$ cat src/rtl/inv_butterfly.sv
// Radix-2 inverse butterfly: a = (c+d)/2, b = ((c-d)/2)*conj(w).
// The general-twiddle build (mult=0) time-shares one real multiplier over
// four cycles. The other mult values hard-wire a trivial twiddle and finish
// on the load edge.
// Optional macro BFLY_INV_ROUND_EN: round half-up on the halving and on the
// product rescale. Without it, both shifts truncate toward -inf.
module inv_butterfly #(
    parameter int n    = 32,
    parameter int d    = 16,
    parameter int mult = 0
) (
    input  logic         clk,
    input  logic         reset,
    input  logic         recv_val,
    output logic         recv_rdy,
    input  logic [n-1:0] cr,
    input  logic [n-1:0] cc,
    input  logic [n-1:0] dr,
    input  logic [n-1:0] dc,
    input  logic [n-1:0] wr,
    input  logic [n-1:0] wc,
    output logic         send_val,
    input  logic         send_rdy,
    output logic [n-1:0] ar,
    output logic [n-1:0] ac,
    output logic [n-1:0] br,
    output logic [n-1:0] bc
);

    typedef enum logic [1:0] {IDLE, MUL, DONE} state_t;

    state_t state, state_nxt;
    logic [1:0] k;
    logic load;

    logic signed [n-1:0] xr, xi, wr_q, wc_q;
    logic signed [n-1:0] ar_q, ac_q, br_q, bc_q;
    logic signed [n-1:0] half_ar, half_ac, half_xr, half_xi;
    logic signed [n-1:0] fixed_br, fixed_bc;
    logic signed [n-1:0] mul_a, mul_b, term;
    logic signed [2*n-1:0] prod;

    // Halve an (n+1)-bit sum back into n bits. The rounding offset is added in
    // a wider word, so a full-scale sum cannot overflow.
    function automatic logic signed [n-1:0] halve(input logic signed [n:0] s);
`ifdef BFLY_INV_ROUND_EN
        logic signed [n+1:0] t;
        t = (n+2)'(s) + (n+2)'(1);
        return n'(t >>> 1);
`else
        return n'(s >>> 1);
`endif
    endfunction

    // Rescale a 2n-bit product by 2^-d and keep the low n bits.
    function automatic logic signed [n-1:0] scale(input logic signed [2*n-1:0] p);
`ifdef BFLY_INV_ROUND_EN
        logic signed [2*n:0] t;
        t = (2*n+1)'(p) + ((2*n+1)'(1) <<< (d-1));
        return n'(t >>> d);
`else
        return n'(p >>> d);
`endif
    endfunction

    assign recv_rdy = (state == IDLE);
    assign send_val = (state == DONE);
    assign load     = recv_val & recv_rdy;
    assign ar = ar_q;
    assign ac = ac_q;
    assign br = br_q;
    assign bc = bc_q;

    // Half-sums and half-differences of the incoming pair, plus the trivial-twiddle b.
    always_comb begin
        half_ar = halve((n+1)'(signed'(cr)) + (n+1)'(signed'(dr)));
        half_ac = halve((n+1)'(signed'(cc)) + (n+1)'(signed'(dc)));
        half_xr = halve((n+1)'(signed'(cr)) - (n+1)'(signed'(dr)));
        half_xi = halve((n+1)'(signed'(cc)) - (n+1)'(signed'(dc)));
        fixed_br = half_xr;
        fixed_bc = half_xi;
        case (mult)
            2:       begin fixed_br = -half_xr; fixed_bc = -half_xi; end
            3:       begin fixed_br = half_xi;  fixed_bc = -half_xr; end
            4:       begin fixed_br = -half_xi; fixed_bc = half_xr;  end
            default: begin fixed_br = half_xr;  fixed_bc = half_xi;  end
        endcase
    end

    // Operand select for the shared multiplier, one partial product per step.
    always_comb begin
        mul_a = xr;
        mul_b = wr_q;
        case (k)
            2'd0:    begin mul_a = xr; mul_b = wr_q; end
            2'd1:    begin mul_a = xi; mul_b = wc_q; end
            2'd2:    begin mul_a = xi; mul_b = wr_q; end
            default: begin mul_a = xr; mul_b = wc_q; end
        endcase
        prod = (2*n)'(mul_a) * (2*n)'(mul_b);
        term = scale(prod);
    end

    // State register.
    always_ff @(posedge clk) begin
        if (reset) state <= IDLE;
        else       state <= state_nxt;
    end

    // Next-state logic: load, then multiply for four steps (general w only), then hold until sent.
    always_comb begin
        state_nxt = state;
        case (state)
            IDLE:    if (recv_val) state_nxt = (mult == 0) ? MUL : DONE;
            MUL:     if (k == 2'd3) state_nxt = DONE;
            DONE:    if (send_rdy) state_nxt = IDLE;
            default: state_nxt = IDLE;
        endcase
    end

    // Datapath: capture on load, then accumulate conj-twiddle products into b.
    always_ff @(posedge clk) begin
        if (reset) begin
            k    <= 2'd0;
            xr   <= '0;
            xi   <= '0;
            wr_q <= '0;
            wc_q <= '0;
            ar_q <= '0;
            ac_q <= '0;
            br_q <= '0;
            bc_q <= '0;
        end else if (load) begin
            k    <= 2'd0;
            xr   <= half_xr;
            xi   <= half_xi;
            wr_q <= signed'(wr);
            wc_q <= signed'(wc);
            ar_q <= half_ar;
            ac_q <= half_ac;
            if (mult == 0) begin
                br_q <= '0;
                bc_q <= '0;
            end else begin
                br_q <= fixed_br;
                bc_q <= fixed_bc;
            end
        end else if (state == MUL) begin
            k <= k + 2'd1;
            case (k)
                2'd0, 2'd1: br_q <= br_q + term;
                2'd2:       bc_q <= bc_q + term;
                default:    bc_q <= bc_q - term;
            endcase
        end
    end

endmodule

$ cat config.mk
export PLATFORM = sky130hd
export DESIGN_NAME = inv_butterfly
export DESIGN_NICKNAME = d
export VERILOG_FILES = /design/src/rtl/inv_butterfly.sv
export SDC_FILE = /design/constraint.sdc
export NUM_CORES = 2
export LEC_CHECK = 0
export CORE_MARGIN = 2
export CORE_UTILIZATION = 40
export DETAILED_ROUTE_END_ITERATION = 16
export GPL_TIMING_DRIVEN = 0
export PLACE_DENSITY = 0.6
export SLEW_MARGIN = 5
export SYNTH_ARGS = -nofsm -noshare
export SYNTH_HDL_FRONTEND = slang
export SYNTH_SLANG_ARGS = --single-unit
$ cat constraint.sdc
create_clock -name clk -period 25.3 [get_ports clk]
set_input_delay 5.06 -clock clk [delete_from_list [all_inputs] [get_ports clk]]
set_output_delay 5.06 -clock clk [all_outputs]
set_load 0.01 [all_outputs]
Word-level counts from Yosys, hierarchy flattened
Index checks and enable logic that the tools add are counted.

Register bits after elaboration: 260. Output and inout port bits: 130. Logic and storage cells: 45.

Add/sub/neg operators: 8. Multipliers: 1. Equality and inequality tests: 8. Multiplexer cells: 7. Bitwise operators: 2. Reductions and logical operators: 9.

Operators by type and width (count): $add A32 B32 Y33 (2); $sub A32 B32 Y33 (2); $add A32 B32 Y32 (2); $mux W32 (2); $pmux W32 S2 (1); $mul A32 B32 Y48 (1); $sub A32 B32 Y32 (1); $reduce_or A2 Y1 (4); $eq A2 B2 Y1 const B (3); $mux W2 (3); $pmux W2 S3 (1); $eq A2 B1 Y1 const B (2); $logic_not A2 Y1 (2); $ne A2 B2 Y1 const B (2); $reduce_and A2 Y1 (2); $reduce_and A3 Y1 (1); $add A2 B1 Y2 const B (1); $ne A2 B1 Y1 const B (1); $and A1 B1 Y1 (1); $not A1 Y1 (1).

Depth between registers and ports, before layout
Word-level depth: 6. Gate-level depth with buffers: 53.

Worst setup path before layout
Ideal clock, no wire load.

Kind: reg-to-reg. Start: register k[0]. End: register bc_q[31], in the netlist bc[31]. Setup time: 0.070 ns. Data arrival time: 11.944 ns. Setup slack: 13.286 ns. Stages on the path, launching flop included: 48. Path buffers: 7. Period minus slack after synthesis: 12.014 ns. Path through: dfxtp_1 -> inv_1 -> ha_1 -> buf_6 -> nor2_1 -> buf_2 -> buf_2 -> buf_1 -> clkbuf_1 -> mux2i_1 -> clkbuf_1 -> nor2_1 -> fa_1 -> inv_1 -> fa_1 -> fa_1 -> inv_1 -> fa_1 -> [... 12 more ...] -> inv_1 -> nor3_1 -> nand4b_1 -> nor2_1 -> a21oi_1 -> xor2_1 -> ha_1 -> a21o_1 -> a21oi_1 -> a21oi_1 -> a2111o_1 -> a21oi_1 -> a21oi_1 -> nand4_1 -> a21oi_1 -> xnor3_1 -> or3_1 -> a21oi_1.

Longest elaborated chain between the ends: 6.

Ends and longest elaborated chain: start: declaration (RTL line 33) `logic [1:0] k;`; start signal: assignment (RTL line 149) `k <= k + 2'd1;`; $eq A2 B2 Y1 (tied with other cells) (RTL line 94, 150); $reduce_or A2 Y1 (no source line); $mux W32 (RTL line 94) `case (k)`; $mul A32 B32 Y48 (RTL line 100) `prod = (2*n)'(mul_a) * (2*n)'(mul_b);`; $sub A32 B32 Y32 or $add A32 B32 Y32 (tied branches) (RTL line 153, 152); $pmux W32 S2 (RTL line 150) `case (k)`; end signal: assignment (RTL line 146) `bc_q <= fixed_bc;`; end signal: assignment (RTL line 152) `2'd2: bc_q <= bc_q + term;`; end signal: assignment (RTL line 153) `default: bc_q <= bc_q - term;`; end: declaration (RTL line 37) `logic signed [n-1:0] ar_q, ac_q, br_q, bc_q;`.

Parallel ways exist; a longest one is shown, timed or not. A chain may end at the register's enable or synchronous reset.

Worst setup path after layout
Same ends and word-level chain as after synthesis.

==> impl_metrics.tcl <==
set metrics [dict create \
    status "finished, violations left" \
    violations "max-capacitance violations, max-slew violations" \
    first_global_vias 40642 \
    ctsHoldBuffers 0 \
    cp-end-kind "flop" \
    path_max_fanout 10 \
    dieArea_um2 120000 \
    avgSynthCellArea_um2 8.50 \
    ios 326 \
    cts_tree "done" \
    post-cts-setup-buffers 0 \
    fmax_ghz 0.0633 \
    hold_violations 0 \
    synth_area_leaders "fa_1, dfxtp_1, ha_1, inv_1, nand2_1" \
    power.total_mw 3.20 \
    io_buffers 325 \
    grt_overflow 0 \
    synth_fp_nets 6900 \
    start_util_pct 40.3 \
    ant_nets 0 \
    min_path_type "flop to flop" \
    grt_pass1_wl_um 261000 \
    grt.total_usage_pct 29.2 \
    root_buffer "clkbuf_16" \
    cp.required_ps 25860 \
    whs_path_depth 2 \
    crit_path_start_kind "flop" \
    numCtsBuffers 31 \
    synth_area_leader_cell "fa_1" \
    wl_um 176000 \
    cp_common_cell "fa_1" \
    crit_path_top_delay_cell "mux2i_1" \
    synth_common_cells "inv_1, fa_1, nand2_1" \
    multiInputGateArea_um2 37100 \
    reg2reg_to "bc[31]" \
    slew_violations 1 \
    synth_edf_count 0 \
    placed_area_um2 52300 \
    regArea_um2 5200 \
    final_layout_size_suffix_gt1_share_pct 3.29 \
    synth_seq_cells 260 \
    rows 125 \
    yosys_most_used_dff "dfxtp_1" \
    setup_viol 0 \
    rsz0062_at_grt "false" \
    max-vdd-ir-drop_mv 0.0587 \
    synthDistinctLibCells 93 \
    fin_crit_ps 15790 \
    rr_worst_depth 48 \
    insertion_delay_ps 640 \
    grt_max_degree 17 \
    holdWs_ps 458 \
    clock_path_buffers 3 \
    min_from "ac[25]" \
    first_iter_violations 3589 \
    fin_skew_ps 38.4 \
    syn_area_um2 46800 \
    worst_ep_arrival_time_ps 16350 \
    worstMarginPinSlew_ps 1480 \
    cts.clk_slew.worst_paths_ps 60 \
    final_area_um2 53400 \
    nets 7273 \
    die_x_um 346 \
    synthCells 5505 \
    htreeDepth 1 \
    wl_per_cell_um 23.7 \
    fp.coreArea_um2 116000 \
    die_y_um 346 \
    dr.pass1.iters 8 \
    vias_per_cell 5.43 \
    maxCapViolations 1 \
    drc 0 \
    vias 40327 \
    cts_resized 0 \
    fillers 11553 \
    p_leak_nw 24.2 \
    yosys_warnings 0 \
    synth-seq-area-share_pct 11.1 \
    criticalPathCategory "flop to flop" \
    async_flop_share_pct 0 \
    fin_util_pct 45.9 \
    tns_ps 0 \
    globalplace.congestion 0.990 \
    powerDensity_nw_per_um2 59.9 \
    syn_to_final_growth_pct 14.0 \
    critPathMaxStageDelay_ps 1210 \
    hpwl_um 151000 \
    regToRegStartpoint "k[0]" \
    reg2reg_setup_slack_ps 9510 \
    relSlewSlack_pct -1.81 \
    finalCritPeriodShare_pct 62.4 \
    hold_end "ac[25]" \
    antenna_found_initial 14 \
    cts_sinks 260 \
    synth.most_common_cell "inv_1" \
    yosys.area.top_type_share_pct 36.1 \
]
## worst max path at each step
stage	startpoint	endpoint	slack (ps)	depth (start not counted)
CTS	k[0]	bc[31]	9670	48
detailed placement	k[0]	bc[31]	9730	48
global placement	k[0]	bc[31]	9810	48
global route	k[0]	bc[30]	8740	49
floorplan	k[0]	bc[31]	13290	47
finish	k[0]	bc[31]	9510	48
## state kept, by name, indices dropped and copies added, names as in the netlist
signal  flops
state       2
xi         32
wc_q       32
br         32
xr         32
ar         32
bc         32
wr_q       32
k           2
ac         32
## layer usage
layer / vias to the layer above / wire length (um) / part of all wire (%) / global-route usage, %
li1: 17998 / - / - / -
met1: 20152 / 70300 / 40 / 37.8
met2: 1765 / 80600 / 46 / 47.3
met4: 14 / 10400 / 5.9 / 14.2
met5: - / 92 / 0.052 / 0
met3: 398 / 14800 / 8.4 / 4.85
## through the flow
step / worst slack [ps] / cells
6_report: 9510 / 7427
2_1_floorplan: 13290 / 5505
3_5_place_dp: 9730 / 7369
4_1_cts: 9670 / 7425
3_3_place_gp: 9810 / 7354
5_1_grt: 8740 / 7425
## report_power, final
group	internal, mW	switching [mW]	total (mW)
clock	0.297	0.198	0.495
combinational	0.838	1.37	2.21
sequential	0.451	0.0431	0.494
total	1.59	1.61	3.20
## logic make-up after synthesis
logic type      Yosys count  synth area share [%]
fa+ha+maj              1201                  45.6
simple gates           1614                  14.2
compound gates          840                  11.6
flops                   260                  11.1
buf+inv                1215                  9.78
xor+xnor                255                  4.86
mux                     120                  2.76
## final cells by class
class / count / share of cell area, %
tap: 1524 / 3.57
antenna: 2 / 0.00938
buffer: 250 / 1.80
timing repair buffer: 340 / 6.44
clock buffer: 44 / 1.68
sequential: 260 / 9.75
inverter: 965 / 6.79
clock inverter: 12 / 0.405
multi-input combinational: 4030 / 69.6
## critical path, delay by kind of cell, from the launching register on
family	cells	cell delay [ps]
muxes	1	1210
buffers and inverters	10	2790
DFF	1	400
xor gates and xnor gates	3	970
and+or+nand+nor	11	2740
AOI/OAI and AO/OA	12	2520
adders and majority gates	11	5050
## placed cells by master, fill, tap and decap left out, types with 28 or more instances in the layout
cell,instances
a21o_1,70
a21oi_1,258
a22o_1,76
a31oi_1,31
clkbuf_1,241
clkbuf_16,31
clkdlybuf4s50_1,325
dfxtp_1,260
fa_1,844
ha_1,355
inv_1,963
mux2_2,62
mux2i_1,34
nand2_1,693
nand2b_1,31
nand3_1,28
nor2_1,664
nor3_1,60
o21ai_0,192
o21bai_1,38
xnor2_1,194
xor2_1,58
Power figures use the tool's default switching activity.
